`config.mk`:
```
export PLATFORM = sky130hd
export DESIGN_NAME = fifo_read_ctrl_flat
export DESIGN_NICKNAME = d
export VERILOG_FILES = /design/src/rtl/fifo_rd_pkg.sv /design/src/rtl/fifo_read_ctrl_if.sv /design/src/rtl/fifo_rd_buf.sv /design/src/rtl/fifo_read_ctrl.sv /design/src/flat_wrapper.sv
export SDC_FILE = /design/constraint.sdc
export NUM_CORES = 1
export LEC_CHECK = 0
export ABC_AREA = 1
export CAP_MARGIN = 25
export CORE_UTILIZATION = 50
export DETAILED_ROUTE_END_ITERATION = 6
export PLACE_DENSITY = 0.87
export SLEW_MARGIN = 20
export SYNTH_ARGS = -nofsm -noshare
export SYNTH_HDL_FRONTEND = slang
export SYNTH_SLANG_ARGS = --single-unit
```
`constraint.sdc`:
```
create_clock -name rd_clk -period 4.4 [get_ports rd_clk]
set_clock_uncertainty 0.1 [all_clocks]
set_input_delay 0.44 -clock rd_clk [delete_from_list [all_inputs] [get_ports rd_clk]]
set_output_delay 0.44 -clock rd_clk [all_outputs]
set_load 0.01 [all_outputs]
```
`src/rtl/fifo_rd_pkg.sv`:
```
// Shared types and constants for the FIFO read-side drain controller.
package fifo_rd_pkg;

  typedef enum logic [1:0] {
    ST_IDLE  = 2'd0,
    ST_READ  = 2'd1,
    ST_DRAIN = 2'd2,
    ST_DONE  = 2'd3
  } state_e;

  localparam int BUF_DEPTH_MIN = 2;

  function automatic int occ_width(input int depth);
    return $clog2(depth + 1);
  endfunction

endpackage

```
`src/rtl/fifo_read_ctrl_if.sv`:
```
// Command, FIFO read port and output stream bundle of the drain controller.
interface fifo_read_ctrl_if #(
  parameter int DATA_WIDTH = 8,
  parameter int LEN_WIDTH  = 8
);
  logic                  start;
  logic [LEN_WIDTH-1:0]  len;
  logic                  fifo_empty;
  logic                  fifo_valid;
  logic [DATA_WIDTH-1:0] fifo_rdata;
  logic                  fifo_underflow;
  logic                  fifo_rd_en;
  logic [DATA_WIDTH-1:0] m_data;
  logic                  m_valid;
  logic                  m_ready;
  logic                  busy;
  logic                  done;
  logic                  err;
  logic [LEN_WIDTH-1:0]  words_left;

  modport slave (
    input  start, len, fifo_empty, fifo_valid, fifo_rdata, fifo_underflow, m_ready,
    output fifo_rd_en, m_data, m_valid, busy, done, err, words_left
  );

  modport master (
    output start, len, fifo_empty, fifo_valid, fifo_rdata, fifo_underflow, m_ready,
    input  fifo_rd_en, m_data, m_valid, busy, done, err, words_left
  );
endinterface

```
`src/rtl/fifo_rd_buf.sv`:
```
// Small circular output buffer; push and pop may coincide in one cycle.
module fifo_rd_buf
  import fifo_rd_pkg::*;
#(
  parameter int DATA_WIDTH = 8,
  parameter int BUF_DEPTH  = 2,
  parameter int OCC_W      = occ_width(BUF_DEPTH)
) (
  input  logic                  clk,
  input  logic                  rst_n,
  input  logic                  push_i,
  input  logic [DATA_WIDTH-1:0] din_i,
  input  logic                  pop_i,
  output logic [DATA_WIDTH-1:0] dout_o,
  output logic [OCC_W-1:0]      occ_o
);
  localparam int PTR_W = (BUF_DEPTH > 1) ? $clog2(BUF_DEPTH) : 1;
  localparam logic [PTR_W-1:0] PTR_LAST = PTR_W'(BUF_DEPTH - 1);

  logic [BUF_DEPTH-1:0][DATA_WIDTH-1:0] mem_q;
  logic [PTR_W-1:0]                     wr_ptr_q, rd_ptr_q;
  logic [OCC_W-1:0]                     occ_q;

  function automatic logic [PTR_W-1:0] ptr_inc(input logic [PTR_W-1:0] p);
    return (p == PTR_LAST) ? '0 : p + 1'b1;
  endfunction

  always_ff @(posedge clk) begin
    if (!rst_n) begin
      mem_q    <= '0;
      wr_ptr_q <= '0;
      rd_ptr_q <= '0;
      occ_q    <= '0;
    end else begin
      if (push_i) begin
        mem_q[wr_ptr_q] <= din_i;
        wr_ptr_q        <= ptr_inc(wr_ptr_q);
      end
      if (pop_i) rd_ptr_q <= ptr_inc(rd_ptr_q);
      occ_q <= occ_q + OCC_W'(push_i) - OCC_W'(pop_i);
    end
  end

  assign dout_o = mem_q[rd_ptr_q];
  assign occ_o  = occ_q;

endmodule

```
`src/rtl/fifo_read_ctrl.sv`:
```
// Drains exactly len words from the async FIFO read port onto a valid/ready
// stream, hiding the one-cycle read latency and downstream backpressure.
module fifo_read_ctrl
  import fifo_rd_pkg::*;
#(
  parameter int DATA_WIDTH = 8,
  parameter int LEN_WIDTH  = 8,
  parameter int BUF_DEPTH  = 2
) (
  input logic             rd_clk,
  input logic             rst,
  fifo_read_ctrl_if.slave bus
);
  localparam int DEPTH = (BUF_DEPTH < BUF_DEPTH_MIN) ? BUF_DEPTH_MIN : BUF_DEPTH;
  localparam int OCC_W = occ_width(DEPTH);
  localparam int NW    = OCC_W + 1;

  state_e               state_q, state_d;
  logic [LEN_WIDTH-1:0] len_q, len_d;
  logic [LEN_WIDTH-1:0] issued_q, issued_d;
  logic [LEN_WIDTH-1:0] words_left_q, words_left_d;
  logic                 inflight_q;
  logic                 err_q, err_d;

  logic [OCC_W-1:0]      occ, occ_nxt;
  logic [DATA_WIDTH-1:0] head;
  logic [NW-1:0]         need;
  logic                  m_valid, push, pop, stray, miss, rd_en;

  fifo_rd_buf #(
    .DATA_WIDTH (DATA_WIDTH),
    .BUF_DEPTH  (DEPTH),
    .OCC_W      (OCC_W)
  ) u_buf (
    .clk    (rd_clk),
    .rst_n  (rst),
    .push_i (push),
    .din_i  (bus.fifo_rdata),
    .pop_i  (pop),
    .dout_o (head),
    .occ_o  (occ)
  );

  // Space check counts the word in flight and credits a same-cycle pop, so
  // m_ready feeds fifo_rd_en combinationally to sustain one word per cycle.
  always_comb begin
    m_valid = (occ != '0);
    pop     = m_valid && bus.m_ready;
    push    = bus.fifo_valid && inflight_q;
    stray   = bus.fifo_valid && !inflight_q;
    miss    = inflight_q && !bus.fifo_valid;
    need    = NW'(occ) + NW'(inflight_q) - NW'(pop);
    rd_en   = (state_q == ST_READ) && !bus.fifo_empty &&
              (issued_q < len_q) && (need < NW'(DEPTH));
    occ_nxt = occ + OCC_W'(push) - OCC_W'(pop);
  end

  always_comb begin
    state_d      = state_q;
    len_d        = len_q;
    issued_d     = issued_q + LEN_WIDTH'(rd_en) - LEN_WIDTH'(miss);
    words_left_d = (pop && words_left_q != '0) ? words_left_q - 1'b1 : words_left_q;
    err_d        = err_q | stray | miss | (bus.fifo_underflow && state_q != ST_IDLE);
    unique case (state_q)
      ST_IDLE: if (bus.start) begin
        len_d        = bus.len;
        issued_d     = '0;
        words_left_d = bus.len;
        err_d        = stray;
        state_d      = (bus.len == '0) ? ST_DONE : ST_READ;
      end
      ST_READ: if (issued_q == len_q) state_d = ST_DRAIN;
      // A missed return in DRAIN leaves a word unissued; go back for it.
      ST_DRAIN: begin
        if (issued_q < len_q)                  state_d = ST_READ;
        else if (!inflight_q && occ_nxt == '0) state_d = ST_DONE;
      end
      ST_DONE: state_d = ST_IDLE;
      default: state_d = ST_IDLE;
    endcase
  end

  always_ff @(posedge rd_clk) begin
    if (!rst) begin
      state_q      <= ST_IDLE;
      len_q        <= '0;
      issued_q     <= '0;
      words_left_q <= '0;
      inflight_q   <= 1'b0;
      err_q        <= 1'b0;
    end else begin
      state_q      <= state_d;
      len_q        <= len_d;
      issued_q     <= issued_d;
      words_left_q <= words_left_d;
      inflight_q   <= rd_en;
      err_q        <= err_d;
    end
  end

  assign bus.fifo_rd_en = rd_en;
  assign bus.m_valid    = m_valid;
  assign bus.m_data     = m_valid ? head : '0;
  assign bus.busy       = (state_q != ST_IDLE);
  assign bus.done       = (state_q == ST_DONE);
  assign bus.err        = err_q;
  assign bus.words_left = words_left_q;

endmodule

```
`src/flat_wrapper.sv`:
```
// flat-port wrapper written by rule: the top's interface ports become plain ports
module fifo_read_ctrl_flat import fifo_rd_pkg::*;
#(
  parameter int DATA_WIDTH = 8,
  parameter int LEN_WIDTH  = 8,
  parameter int BUF_DEPTH  = 2
)
  (rd_clk, rst, bus_start, bus_len, bus_fifo_empty, bus_fifo_valid, bus_fifo_rdata, bus_fifo_underflow, bus_m_ready, bus_fifo_rd_en, bus_m_data, bus_m_valid, bus_busy, bus_done, bus_err, bus_words_left);
  fifo_read_ctrl_if #(.DATA_WIDTH(DATA_WIDTH), .LEN_WIDTH(LEN_WIDTH)) bus_i ();
  input logic rd_clk;
  input logic rst;
  input wire logic [$bits(bus_i.start)-1:0] bus_start;
  input wire logic [$bits(bus_i.len)-1:0] bus_len;
  input wire logic [$bits(bus_i.fifo_empty)-1:0] bus_fifo_empty;
  input wire logic [$bits(bus_i.fifo_valid)-1:0] bus_fifo_valid;
  input wire logic [$bits(bus_i.fifo_rdata)-1:0] bus_fifo_rdata;
  input wire logic [$bits(bus_i.fifo_underflow)-1:0] bus_fifo_underflow;
  input wire logic [$bits(bus_i.m_ready)-1:0] bus_m_ready;
  output wire logic [$bits(bus_i.fifo_rd_en)-1:0] bus_fifo_rd_en;
  output wire logic [$bits(bus_i.m_data)-1:0] bus_m_data;
  output wire logic [$bits(bus_i.m_valid)-1:0] bus_m_valid;
  output wire logic [$bits(bus_i.busy)-1:0] bus_busy;
  output wire logic [$bits(bus_i.done)-1:0] bus_done;
  output wire logic [$bits(bus_i.err)-1:0] bus_err;
  output wire logic [$bits(bus_i.words_left)-1:0] bus_words_left;
  assign bus_i.start = bus_start;
  assign bus_i.len = bus_len;
  assign bus_i.fifo_empty = bus_fifo_empty;
  assign bus_i.fifo_valid = bus_fifo_valid;
  assign bus_i.fifo_rdata = bus_fifo_rdata;
  assign bus_i.fifo_underflow = bus_fifo_underflow;
  assign bus_i.m_ready = bus_m_ready;
  assign bus_fifo_rd_en = bus_i.fifo_rd_en;
  assign bus_m_data = bus_i.m_data;
  assign bus_m_valid = bus_i.m_valid;
  assign bus_busy = bus_i.busy;
  assign bus_done = bus_i.done;
  assign bus_err = bus_i.err;
  assign bus_words_left = bus_i.words_left;
  fifo_read_ctrl #(.DATA_WIDTH(DATA_WIDTH), .LEN_WIDTH(LEN_WIDTH), .BUF_DEPTH(BUF_DEPTH)) u_core (.rd_clk(rd_clk), .rst(rst), .bus(bus_i));
endmodule
```
After elaboration in Yosys (flattened, before gate mapping)
Index checks and enable logic that the tools add are counted.
{"block": "op_classes", "n_eq_ne": 7, "muxes": 21, "bitwise": 3, "reduce_logical": 22, "addsub": 9, "magnitude_cmp": 5}
{"op": "$mux W8", "n": 9}
{"op": "$bwmux W16", "n": 1}
{"op": "$logic_and A1 B1 Y1", "n": 11}
{"op": "$mux W2", "n": 5}
{"op": "$add A8 B1 Y8", "n": 1}
{"op": "$demux W8 S1", "n": 1}
{"op": "$eq A8 B8 Y1", "n": 1}
{"op": "$logic_not A8 Y1", "n": 1}
{"op": "$lt A8 B8 Y1", "n": 1}
{"op": "$pmux W2 S4", "n": 1}
{"op": "$reduce_bool A8 Y1", "n": 1}
{"op": "$sub A8 B1 Y8", "n": 1}
{"op": "$sub A8 B1 Y8 const B", "n": 1}
{"op": "$eq A2 B2 Y1 const B", "n": 2}
{"op": "$logic_not A2 Y1", "n": 2}
{"op": "$lt A1 B2 Y1 const B", "n": 2}
{"op": "$mux W1", "n": 4}
{"op": "$ne A2 B2 Y1 const B", "n": 2}
{"op": "$reduce_bool A2 Y1", "n": 2}
{"op": "$add A2 B1 Y3", "n": 1}
{"op": "$logic_not A1 Y1", "n": 3}
{"op": "$lt A3 B2 Y1 const B", "n": 1}
{"op": "$ne A3 B1 Y1 const B", "n": 1}
{"op": "$or A1 B1 Y1", "n": 3}
{"op": "8 further kinds", "n": 9}
{"block": "totals", "ff_bits": 48, "input_bits": 23, "word_cells": 78}

Logic depth before layout (Yosys ltp)
{"block": "depth", "word_depth": 9, "ltp_mapped": 20, "depth_no_buf": 20}

By module
From an unflattened synthesis, not the netlist that was laid out.
{"block": "unflattened", "cells_unflattened": 392, "area_unflattened_um2": 2786.4}
{"mod": "fifo_read_ctrl", "cells_per_inst": 287, "area_per_inst_um2": 1929.4, "instances": 1}
{"mod": "fifo_rd_buf", "cells_per_inst": 105, "area_per_inst_um2": 857.1, "instances": 1}

Least setup slack after synthesis
No wires, ideal clock.
{"block": "synth_path", "path_kind": "input to register", "start": "input port bus_m_ready", "end": "register u_core.issued_q[4]", "arrival_ps": 3338, "setup_time_ps": 121, "t_required_ps": 4179, "slack_ps": 842, "cell_stages": 16, "cell_sequence": "inv_1 > nor2_8 > inv_2 > nor2_1 > o21ai_0 > fa_1 > nand3b_1 > nor3_1 > inv_1 > ha_1 > inv_1 > ha_1 > fa_1 > a31o_2 > o21ai_0 > a21oi_1"}
{"block": "synth_between", "elab_chain_cells": 8}
{"element": "start: declaration", "line_no": "flat_wrapper.sv:18", "source": "input wire logic [$bits(bus_i.m_ready)-1:0] bus_m_ready;"}
{"element": "$logic_and A1 B1 Y1 (*)", "line_no": "fifo_read_ctrl.sv:48", "source": "pop = m_valid && bus.m_ready;"}
{"element": "$sub A3 B1 Y3 (*)", "line_no": "fifo_read_ctrl.sv:52", "source": "need = NW'(occ) + NW'(inflight_q) - NW'(pop);"}
{"element": "$lt A3 B2 Y1 (*)", "line_no": "fifo_read_ctrl.sv:54", "source": "(issued_q < len_q) && (need < NW'(DEPTH));"}
{"element": "$logic_and A1 B1 Y1 (*)", "line_no": "fifo_read_ctrl.sv:54"}
{"element": "net bus_fifo_rd_en", "line_no": "flat_wrapper.sv:19", "source": "output wire logic [$bits(bus_i.fifo_rd_en)-1:0] bus_fifo_rd_en;"}
{"element": "$add A8 B1 Y8 (*)", "line_no": "fifo_read_ctrl.sv:61", "source": "issued_d = issued_q + LEN_WIDTH'(rd_en) - LEN_WIDTH'(miss);"}
{"element": "$sub A8 B1 Y8 (*)", "line_no": "fifo_read_ctrl.sv:61"}
{"element": "$mux W8", "line_no": "fifo_read_ctrl.sv:65", "source": "ST_IDLE: if (bus.start) begin"}
{"element": "$mux W8 (*)", "line_no": "fifo_read_ctrl.sv:64", "source": "unique case (state_q)"}
{"element": "end signal: assignment", "line_no": "fifo_read_ctrl.sv:94", "source": "issued_q <= issued_d;"}
{"element": "end: declaration", "line_no": "fifo_read_ctrl.sv:20", "source": "logic [LEN_WIDTH-1:0] issued_q, issued_d;"}
Mark *: on every way through the listed nets, which the timed path passes. The rest lies on a longest branch.
A chain may end at the register's enable or synchronous reset.

Final worst setup path
{"block": "layout_path", "start": "input port bus_m_ready", "end": "register u_core.issued_q[4]"}
{"block": "layout_between", "elab_chain_cells": 8}
{"element": "$logic_and A1 B1 Y1 (*)", "line_no": "fifo_read_ctrl.sv:48"}
{"element": "$sub A3 B1 Y3 (*)", "line_no": "fifo_read_ctrl.sv:52"}
{"element": "$lt A3 B2 Y1 (*)", "line_no": "fifo_read_ctrl.sv:54"}
{"element": "$logic_and A1 B1 Y1 (*)", "line_no": "fifo_read_ctrl.sv:54"}
{"element": "$add A8 B1 Y8 (*)", "line_no": "fifo_read_ctrl.sv:61"}
{"element": "$sub A8 B1 Y8 (*)", "line_no": "fifo_read_ctrl.sv:61"}
{"element": "$mux W8", "line_no": "fifo_read_ctrl.sv:65"}
{"element": "$mux W8 (*)", "line_no": "fifo_read_ctrl.sv:64"}
Every way passes the cells marked *; elsewhere a longest branch is shown, timed or not.

==> flow_metrics.env <==
export IMPL_dieArea_um2=5670
export IMPL_power_mw=1.87
export IMPL_ys_flop_type="dfxtp_1"
export IMPL_fin_util_pct=64.1
export IMPL_tightest_slew_ns=0.579
export IMPL_coreArea_um2=5140
export IMPL_ys_async_sr_fraction_pct=0
export IMPL_rows=26
export IMPL_report_final_setup_viol=0
export IMPL_ys_seq_elements=48
export IMPL_place_gp_congestion=0.887
export IMPL_min_period_over_period_pct=86.3
export IMPL_die_h_um=75.3
export IMPL_drtAntennaViolNets=0
export IMPL_power_density_nw_per_um2=568
export IMPL_ys_seq_area_share_pct=35.7
export IMPL_hp_start="u_core.u_buf.mem_q[12]"
export IMPL_grtUsageTotal_pct=23.5
export IMPL_post_drt_wl_per_cell_um=12.9
export IMPL_cp_required_ns=4.50
export IMPL_clk_pin_slew_ns=0.09
export IMPL_maxSlewHeadroom_pct=61.4
export IMPL_drt_wl_total_um=6260
export IMPL_numCtsBuffers=5
export IMPL_cts_resized=0
export IMPL_dp_hpwl_um=4610
export IMPL_netlist_area_um2=2690
export IMPL_end_kind="flop"
export IMPL_avgSynthCellArea_um2=7.25
export IMPL_synth_top_family_by_area="simple AND/OR/NAND/NOR gates"
export IMPL_rr_worst_depth=16
export IMPL_htreeDepth=2
export IMPL_synth_fp_nets=415
export IMPL_synth_top_cells_by_area="dfxtp_1, ha_1, inv_1, o21ai_0, nand2_1"
export IMPL_vias_per_cell=5.27
export IMPL_leakagePower_nw=1.47
export IMPL_yosys_mux_area_fraction_pct=0
export IMPL_outcome="finished, final reports clean"
export IMPL_grt_pass1_wl_um=10100
export IMPL_die_w_um=75.3
export IMPL_hp_class="flop to flop"
export IMPL_num_vias=2554
export IMPL_synth_simple_area_share_pct=23.0
export IMPL_yosysTopAreaCellShare_pct=35.7
export IMPL_cts_sinks=48
export IMPL_area_growth_synth_to_final_pct=22.5
export IMPL_start_util_pct=52.3
export IMPL_synth_fa_ha_area_share_pct=10.3
export IMPL_post_cts_buffers=0
export IMPL_synth_common_cells="inv_1, nand2_1, dfxtp_1"
export IMPL_critPathMaxFanout=5
export IMPL_rsz0062_at_grt="no"
export IMPL_drive_gt1_share_pct=6.99
export IMPL_cts_hold_buf=0
export IMPL_timing_rr_start="u_core.u_buf.occ_o[1]"
export IMPL_finalHoldViolations=0
export IMPL_io_pins=44
export IMPL_synth_warnings=0
export IMPL_min_period_ns=3.80
export IMPL_critPathSlowestCell="fa_1"
export IMPL_maxCapViolations=0
export IMPL_cts_tree="done"
export IMPL_crit_top_cell="inv_1"
export IMPL_nNetsFinal=458
export IMPL_synth_compound_area_share_pct=18.2
export IMPL_synth_largest_area_cell="dfxtp_1"
export IMPL_holdPathStages=2
export IMPL_dr_pass1_iters=4
export IMPL_synth_most_common_cell="inv_1"
export IMPL_whs_endpoint="u_core.u_buf.mem_q[12]"
export IMPL_setup_tns_final_ns=0
export IMPL_slew_violations=0
export IMPL_worstReg2RegEnd="u_core.issued_q[4]"
export IMPL_overflow=0
export IMPL_fmax_ghz=0.263
export IMPL_r2r_setup_slack_ns=0.72
export IMPL_cp_arrival_ns=3.90
export IMPL_synth_distinct_cells=35
export IMPL_port_buffers=43
export IMPL_antenna_cells=0
export IMPL_clk_latency_ns=0.31
export IMPL_antenna_found_initial=0
export IMPL_crit_chain="clkdlybuf4s50_1, inv_1, nor2_8, inv_2, nor2_1, o21ai_0, fa_1, nand3b_1, nor3_1, inv_1, ha_1, inv_1, ha_1, fa_1, a31o_2, o21ai_0, a21oi_1"
export IMPL_grt_max_degree=30
export IMPL_root_buffer="clkbuf_8"
export IMPL_drc=0
export IMPL_drt_initial_drc_count=151
export IMPL_postSynthCellCount=371
export IMPL_grt_pass1_vias=2272
export IMPL_path_class="primary input to flop"
export IMPL_crit_path_start_kind="primary input"
export IMPL_slowest_delay_ns=0.50
export IMPL_whs_ns=0.357
export IMPL_synth_xor_area_share_pct=2.28
export IMPL_ir_worst_vdd_mv=0.353
export IMPL_synth_edf_count=0
export IMPL_clockBufferDepth=2
[state kept, by name, summed over array words and instances, names as in the netlist]
| signal | flops |
|---|---|
| u_core.state_q | 2 |
| u_core.u_buf.wr_ptr_q | 1 |
| u_core.bus.words_left | 8 |
| u_core.inflight_q | 1 |
| u_core.bus.err | 1 |
| u_core.u_buf.mem_q | 16 |
| u_core.issued_q | 8 |
| u_core.u_buf.rd_ptr_q | 1 |
| u_core.len_q | 8 |
| u_core.u_buf.occ_o | 2 |
[logic make-up (layout without fill, tap and decap cells)]
family / Yosys count / after routing
and+or+nand+nor: 137 / 137
AOI/OAI and AO/OA: 88 / 88
buffers and inverters: 70 / 114
DFF: 48 / 48
adders and majority gates: 21 / 21
xor gates and xnor gates: 7 / 7
[worst max-delay path by stage]
stage                 from            endpoint  slack [ns]
2_1_floorplan  bus_m_ready  u_core.issued_q[4]        0.84
6_report       bus_m_ready  u_core.issued_q[4]        0.60
3_5_place_dp   bus_m_ready  u_core.issued_q[4]        0.31
3_3_place_gp   bus_m_ready  u_core.issued_q[4]        0.43
4_1_cts        bus_m_ready  u_core.issued_q[4]        0.62
5_1_grt        bus_m_ready  u_core.issued_q[4]        0.36
[layout make-up]
cell class | count | area (µm²)
fillers | 479 | 1850
multi-input cells | 253 | 1450
flip-flops and latches | 48 | 961
repair buffers | 44 | 438
inverters | 62 | 233
clock buffers | 7 | 96.3
well taps | 70 | 87.6
clock inverters | 1 | 30.0
[stage by stage]
step                      area, µm²  worst slack [ns]  cells
after floorplan                2690             0.842    371
after detailed placement       3170             0.315    477
final                          3290             0.603    485
after global routing           3290             0.359    485
after global placement         3170             0.431    477
after CTS                      3290             0.620    485
[cells in the final DEF (no fill, tap or decap), drive strengths merged]
cell type      Yosys  final
buf                4      1
o22ai              1      1
or2                2      2
nand2             59     59
fa                 2      2
nor3b              1      1
a31o               3      3
nand4              6      6
a31oi              1      1
a21oi             33     33
clkdlybuf4s50      0     43
a211oi             1      1
a41oi              1      1
inv               61     61
xor2               6      6
a21o               4      4
nor3               2      2
o21ai             44     44
nand3b             2      2
dfxtp             48     48
nor2              45     45
bufinv             0      1
clkinv             1      1
xnor2              1      1
ha                19     19
nand3             20     20
clkbuf             4      7
[critical path: cells and delay by family]
kind,cells,cell delay [ns]
adders and majority gates,4,1.47
buffers and inverters,5,0.76
and+or+nand+nor,4,0.63
AOI/OAI and AO/OA,4,0.58
[metal layers]
layer	up-vias	wire (µm)	global-route usage, %
met1	1169	2870	31.9
li1	1298	-	-
met3	11	321	4.89
met4	0	133	8.23
met2	76	2930	37.4
met5	-	0	0
[where the power goes]
| part | internal, mW | switching [mW] |
|---|---|---|
| sequential | 0.519 | 0.0830 |
| clock | 0.201 | 0.150 |
| combinational | 0.383 | 0.536 |
| total | 1.10 | 0.769 |
Power figures use the tool's default switching activity.
